File: config.mk
export PLATFORM = sky130hd
export DESIGN_NAME = instruction_fetch_unit
export DESIGN_NICKNAME = d
export VERILOG_FILES = /design/src/rtl/ifu_pkg.sv /design/src/rtl/instr_decoder.sv /design/src/rtl/instruction_fetch_unit.sv
export SDC_FILE = /design/constraint.sdc
export NUM_CORES = 1
export LEC_CHECK = 0
export CAP_MARGIN = 5
export CORE_AREA = 2 2 127 129
export DETAILED_ROUTE_END_ITERATION = 8
export DIE_AREA = 0 0 129 131
export PLACE_DENSITY_LB_ADDON = 0.3
export SLEW_MARGIN = 40
export SYNTH_ARGS = -nofsm -noshare
export SYNTH_HDL_FRONTEND = slang
export SYNTH_SLANG_ARGS = --single-unit
export TNS_END_PERCENT = 30
File: constraint.sdc
create_clock -name Clk -period 1.5 [get_ports Clk]
set_clock_uncertainty 0.1 [all_clocks]
set_input_delay 0.225 -clock Clk [delete_from_list [all_inputs] [get_ports Clk]]
set_output_delay 0.225 -clock Clk [all_outputs]
set_load 0.02 [all_outputs]
File: src/rtl/ifu_pkg.sv
// Shared opcodes, FSM states and instruction/decode types for the
// instruction fetch unit.
package ifu_pkg;
  localparam logic [3:0]  INSTR_SEL = 4'b1000;
  localparam int          PC_W      = 12;
  localparam logic [11:0] PC_LAST   = 12'h009;

  localparam logic [7:0] OP_MMULT     = 8'h00;
  localparam logic [7:0] OP_MADD      = 8'h01;
  localparam logic [7:0] OP_MSUB      = 8'h02;
  localparam logic [7:0] OP_MTRANS    = 8'h03;
  localparam logic [7:0] OP_MSCALE    = 8'h04;
  localparam logic [7:0] OP_MSCALEIMM = 8'h05;
  localparam logic [7:0] OP_INTADD    = 8'h10;
  localparam logic [7:0] OP_INTSUB    = 8'h11;
  localparam logic [7:0] OP_INTMUL    = 8'h12;
  localparam logic [7:0] OP_INTDIV    = 8'h13;
  localparam logic [7:0] OP_STOP      = 8'hFF;

  typedef enum logic [2:0] {IDLE, REQ, WAIT, DEC, ISSUE, HALT} state_t;

  typedef struct packed {
    logic [7:0] opcode;
    logic [7:0] dest;
    logic [7:0] src1;
    logic [7:0] src2;
  } instr_t;

  typedef struct packed {
    logic is_matrix;
    logic is_integer;
    logic src2_imm;
    logic dest_reg;
    logic src1_reg;
    logic src2_reg;
    logic is_stop;
    logic is_illegal;
  } dec_t;
endpackage

File: src/rtl/instr_decoder.sv
// Combinational classifier: opcode class, immediate form and register/memory
// selection for each operand field.
module instr_decoder
  import ifu_pkg::*;
(
  input  instr_t i_instr,
  output dec_t   o_dec
);
  always_comb begin
    o_dec            = '0;
    o_dec.is_matrix  = (i_instr.opcode <= OP_MSCALEIMM);
    o_dec.is_integer = (i_instr.opcode >= OP_INTADD) && (i_instr.opcode <= OP_INTDIV);
    o_dec.src2_imm   = (i_instr.opcode == OP_MSCALEIMM);
    o_dec.dest_reg   = i_instr.dest[7];
    o_dec.src1_reg   = i_instr.src1[7];
    // an immediate Src2 never names a register, whatever its top bit
    o_dec.src2_reg   = i_instr.src2[7] & ~o_dec.src2_imm;
    o_dec.is_stop    = (i_instr.opcode == OP_STOP);
    o_dec.is_illegal = ~(o_dec.is_matrix | o_dec.is_integer | o_dec.is_stop);
  end
endmodule

File: src/rtl/instruction_fetch_unit.sv
// Fetch/decode/issue sequencer: reads one instruction word per pass, decodes
// it and hands it to the execution engine over a valid/ready handshake.
module instruction_fetch_unit #(
  parameter logic [3:0]      INSTR_SEL = ifu_pkg::INSTR_SEL,
  parameter int              PC_W      = ifu_pkg::PC_W,
  parameter logic [PC_W-1:0] PC_LAST   = PC_W'(ifu_pkg::PC_LAST)
) (
  input  logic            Clk,
  input  logic            Reset,
  input  logic            Start,
  output logic [15:0]     address,
  output logic            nRead,
  input  logic [255:0]    InstrData,
  output logic            IssueValid,
  input  logic            IssueReady,
  output logic [7:0]      Opcode,
  output logic [7:0]      Dest,
  output logic [7:0]      Src1,
  output logic [7:0]      Src2,
  output logic            IsMatrix,
  output logic            IsInteger,
  output logic            Src2Imm,
  output logic            DestReg,
  output logic            Src1Reg,
  output logic            Src2Reg,
  output logic [PC_W-1:0] Pc,
  output logic            Halted,
  output logic            Illegal
);
  import ifu_pkg::*;

  state_t          r_state, w_next;
  instr_t          r_instr, r_out;
  dec_t            w_dec;
  logic [PC_W-1:0] r_pc;
  logic            r_is_matrix, r_is_integer, r_src2_imm;
  logic            r_dest_reg, r_src1_reg, r_src2_reg, r_illegal;
  logic            w_start_ok, w_hs, w_req;
  logic            w_unused;

  assign w_unused   = ^InstrData[255:32];
  assign w_start_ok = Start && (r_state == IDLE || r_state == HALT);
  assign w_hs       = (r_state == ISSUE) && IssueReady;

  instr_decoder u_dec (
    .i_instr (r_instr),
    .o_dec   (w_dec)
  );

  always_ff @(posedge Clk) begin
    if (Reset) r_state <= IDLE;
    else       r_state <= w_next;
  end

  always_comb begin
    w_next = r_state;
    case (r_state)
      IDLE:    if (Start) w_next = REQ;
      REQ:     w_next = WAIT;
      WAIT:    w_next = DEC;
      DEC:     w_next = (w_dec.is_matrix || w_dec.is_integer) ? ISSUE : HALT;
      ISSUE:   if (IssueReady) w_next = REQ;
      HALT:    if (Start) w_next = REQ;
      default: w_next = IDLE;
    endcase
  end

  always_ff @(posedge Clk) begin
    if (Reset) begin
      r_pc         <= '0;
      r_instr      <= '0;
      r_out        <= '0;
      r_is_matrix  <= 1'b0;
      r_is_integer <= 1'b0;
      r_src2_imm   <= 1'b0;
      r_dest_reg   <= 1'b0;
      r_src1_reg   <= 1'b0;
      r_src2_reg   <= 1'b0;
      r_illegal    <= 1'b0;
    end else begin
      if (w_start_ok) begin
        r_pc      <= '0;
        r_illegal <= 1'b0;
      end
      if (r_state == WAIT) r_instr <= instr_t'(InstrData[31:0]);
      // issue outputs only change here, so they hold steady through ISSUE
      if (r_state == DEC) begin
        r_out        <= r_instr;
        r_is_matrix  <= w_dec.is_matrix;
        r_is_integer <= w_dec.is_integer;
        r_src2_imm   <= w_dec.src2_imm;
        r_dest_reg   <= w_dec.dest_reg;
        r_src1_reg   <= w_dec.src1_reg;
        r_src2_reg   <= w_dec.src2_reg;
        if (w_dec.is_illegal) r_illegal <= 1'b1;
      end
      if (w_hs) r_pc <= (r_pc == PC_LAST) ? '0 : r_pc + PC_W'(1);
    end
  end

  // Reset drops the read strobe in the same cycle rather than after the edge
  assign w_req      = (r_state == REQ) && !Reset;
  assign nRead      = ~w_req;
  assign address    = w_req ? 16'({INSTR_SEL, r_pc}) : 16'h0000;
  assign IssueValid = (r_state == ISSUE);
  assign Halted     = (r_state == HALT);
  assign Illegal    = r_illegal;
  assign Pc         = r_pc;
  assign Opcode     = r_out.opcode;
  assign Dest       = r_out.dest;
  assign Src1       = r_out.src1;
  assign Src2       = r_out.src2;
  assign IsMatrix   = r_is_matrix;
  assign IsInteger  = r_is_integer;
  assign Src2Imm    = r_src2_imm;
  assign DestReg    = r_dest_reg;
  assign Src1Reg    = r_src1_reg;
  assign Src2Reg    = r_src2_reg;
endmodule

==> run metrics <==
status=complete, but fails checks; failing checks=setup timing; CTS max path bufs=2; Power Total=0.005879 W; gp weighted congestion=0.8172; Post-Synthesis Cells=433; final wirelength=11.38 mm; H-tree depth=3; CTS tree=built; Max Clock Freq=591.2 MHz; chip height=about 130 µm; period utilization=112.8%; die width=129 µm; Ant. Diodes=0; Setup TNS Final=-5032 ps; post-synthesis async set-or-reset flop share=0%; Max VDD drop=0.0006460 V; crit start category=flop; first-pass GRT wire length=17.20 mm; number of synthesized flops with an enable pin=0; Max Cap Violations=0; TritonCTS buffer count=9; max-slew violation count=0; clk_lat worst skew=340 ps; crit path DAT=roughly 1900 ps; vias post-DR=between 3k and 4k; Crit. End Element=flop; worst min path class=in -> reg; Final ANT Viol Nets=0; leakage=approximately 2.2 nW; Mean Syn Cell Area=7.903 µm²; RSZ-0062 raised after global routing=true; DP HPWL=between 7 and 8 mm; initial antenna violation count=0; Fin. Hold Viols=0; gr ovfl total=0; maximum fanout along the worst path=7; Least-Margin Pin Slew=673.2 ps; number of remaining DRC errors=0; WL/cell=~14 µm; Crit Path Class=reg -> reg; layout cells sized above 1=a little under 30%; Layout area overhead=65.01%; Root Driver=clkbuf_16; number of hold buffers added after cts=0; Seq/Total Area, Yosys=49.14%; hold_sp=Reset; Critical Path RT=1670 ps; pwr dens=1041 mW/mm²; GRT Overall Usage=13.21%; vias per cell=4.394; Top FF cell, synth=dfxtp_1; CP max stage delay=530 ps; Min Clock Period, post-route=1691 ps; vias in the first global route=3377; worst r2r src=r_state[1]; Worst R2R Path Depth=6; #FFs+latches synth=84; die area=0.01690 mm²; cell count of the worst hold path=3; DRT Pass-1 Iters=4; DRT iter0 DRCs=between 100 and 150; Hold Path Sink=r_instr[28]; CP max stage cell=or4b_1; count of clock tree sinks=84; core region area=0.01560 mm²; Slew Limit Headroom=55.12%; largest net degree at the start of global routing=55; Synthesis Warnings=0; nets=between 800 and 900; reg2reg end=Pc[8]; slack of the worst reg-to-reg path=-190 ps; Clk pin slew, worst setup/hold paths=60 ps; Netlist cell types=43; CP Cell Sequence=buf_8 -> nor3b_4 -> buf_6 -> nand2_4 -> or4b_1 -> o21ai_1; Rows=46; worst setup margin=-191.4 ps; Final setup viols=58; I/O Buffers=102; Filler cells=roughly 1.6k; Netlist Area Pre-Place=approximately 0.0034 mm²; Starting Density=a little over a fifth; num ports=between 300 and 400
[cell type report]
type                       count  area, µm²  share of cell area (%)
sequential                    84       1704                   30.18
multi-input combinational    312       1831                   32.42
inverter                       7      35.03                  0.6204
clock inverter                 7      78.83                   1.396
timing repair buffer         160       1503                   26.61
clock buffer                   9      225.2                   3.988
tap                          216      270.3                   4.786
[synth_stat cells (all sizes together), types with 4 or more instances]
library cell	number	area, µm²
nand2	146	553.0
buf	22	135.1
inv	7	26.28
clkbuf	10	37.54
a21oi	69	345.3
nor3	4	30.03
and2	10	62.56
o21ai	12	60.06
dfxtp	84	1682
nand4	5	31.28
nand3	11	55.05
nor2	9	36.29
nor2b	6	37.54
[worst max-delay path by stage]
stage,start,endpoint,slack (ps),cells after the start
floorplan,r_state[1],Pc[8],-60,5
global placement,r_state[2],address[8],-330,6
detailed placement,r_state[2],address[4],-360,6
CTS,r_state[2],address[1],-250,6
global route,r_state[2],address[8],-260,6
finish,r_state[1],Pc[8],-190,6
[layout by cell type, fill, tap and decap left out, types with 9 or more instances in the layout]
cell type | Yosys | layout
a21oi_2 | 0 | 21
nand2_1 | 144 | 137
buf_4 | 7 | 45
a21oi_1 | 69 | 48
nand3_1 | 11 | 10
dfxtp_1 | 84 | 74
clkbuf_16 | 0 | 9
clkdlybuf4s50_1 | 0 | 34
buf_6 | 2 | 22
dlygate4sd2_1 | 0 | 45
[routing by layer]
| layer | vias up | wire length [µm] | track usage [%] |
|---|---|---|---|
| met2 | 110 | 5277 | 21.07 |
| met4 | 0 | 116 | 4.092 |
| met3 | 10 | 1039 | 5.619 |
| met1 | 1656 | 4942 | 16.25 |
| met5 | - | 0 | 0 |
| li1 | 1717 | - | - |
[cell families (layout without fill, tap and decap cells)]
logic type	after synthesis	count (layout)	share of synthesized area, %
DFF	84	84	49.14
AOI/OAI and AO/OA	94	94	15.21
buffers and inverters	39	183	5.814
xor gates and xnor gates	4	4	1.024
adders and majority gates	2	2	0.7311
other	1	3	0.1096
and+or+nand+nor	208	208	27.64
muxes	1	1	0.3290
[worst max-delay path: cells and delay by family (launching register included)]
family | cells | cell delay [ps]
AOI/OAI and AO/OA | 1 | 80
DFF | 1 | 360
and+or+nand+nor | 3 | 800
buffers and inverters | 2 | 280
[registers in the layout, summed over array words and instances, names as in the netlist]
register / count
r_instr: 32
Pc: 12
Dest: 8
Opcode: 8
Src1: 8
Src2: 8
r_state: 3
Illegal: 1
IsInteger: 1
IsMatrix: 1
Src2Imm: 1
Src2Reg: 1
[timing repair]
action | 4_1_cts | 5_1_grt
buffers inserted | 6 | 7
setup endpoints to repair | 118 | 105
gates resized for setup | 174 | 54
pin swaps | 14 | 11
cloned | 1 | 0
[power breakdown]
part / total (W) / leakage (nW) / switching (W) / internal, W
clock network: 0.00229 / 0.152 / 0.000972 / 0.00132
registers: 0.00243 / 0.685 / 0.0000798 / 0.00235
logic: 0.00116 / 1.39 / 0.000620 / 0.000538
[stage by stage]
step	area, µm²	utilization (%)	instances	hold WS, ps	setup slack (ps)
global placement	5050	32.38	767	337.1	-333.1
detailed placement	5050	32.38	767	345.2	-357.9
floorplan	3518	-	435	261.0	-59.95
finish	5647	36.20	795	283.7	-191.4
CTS	5473	35.09	790	265.4	-248.4
global route	5647	36.20	795	302.2	-257.5
No activity file was read; power rests on OpenSTA's default activity.
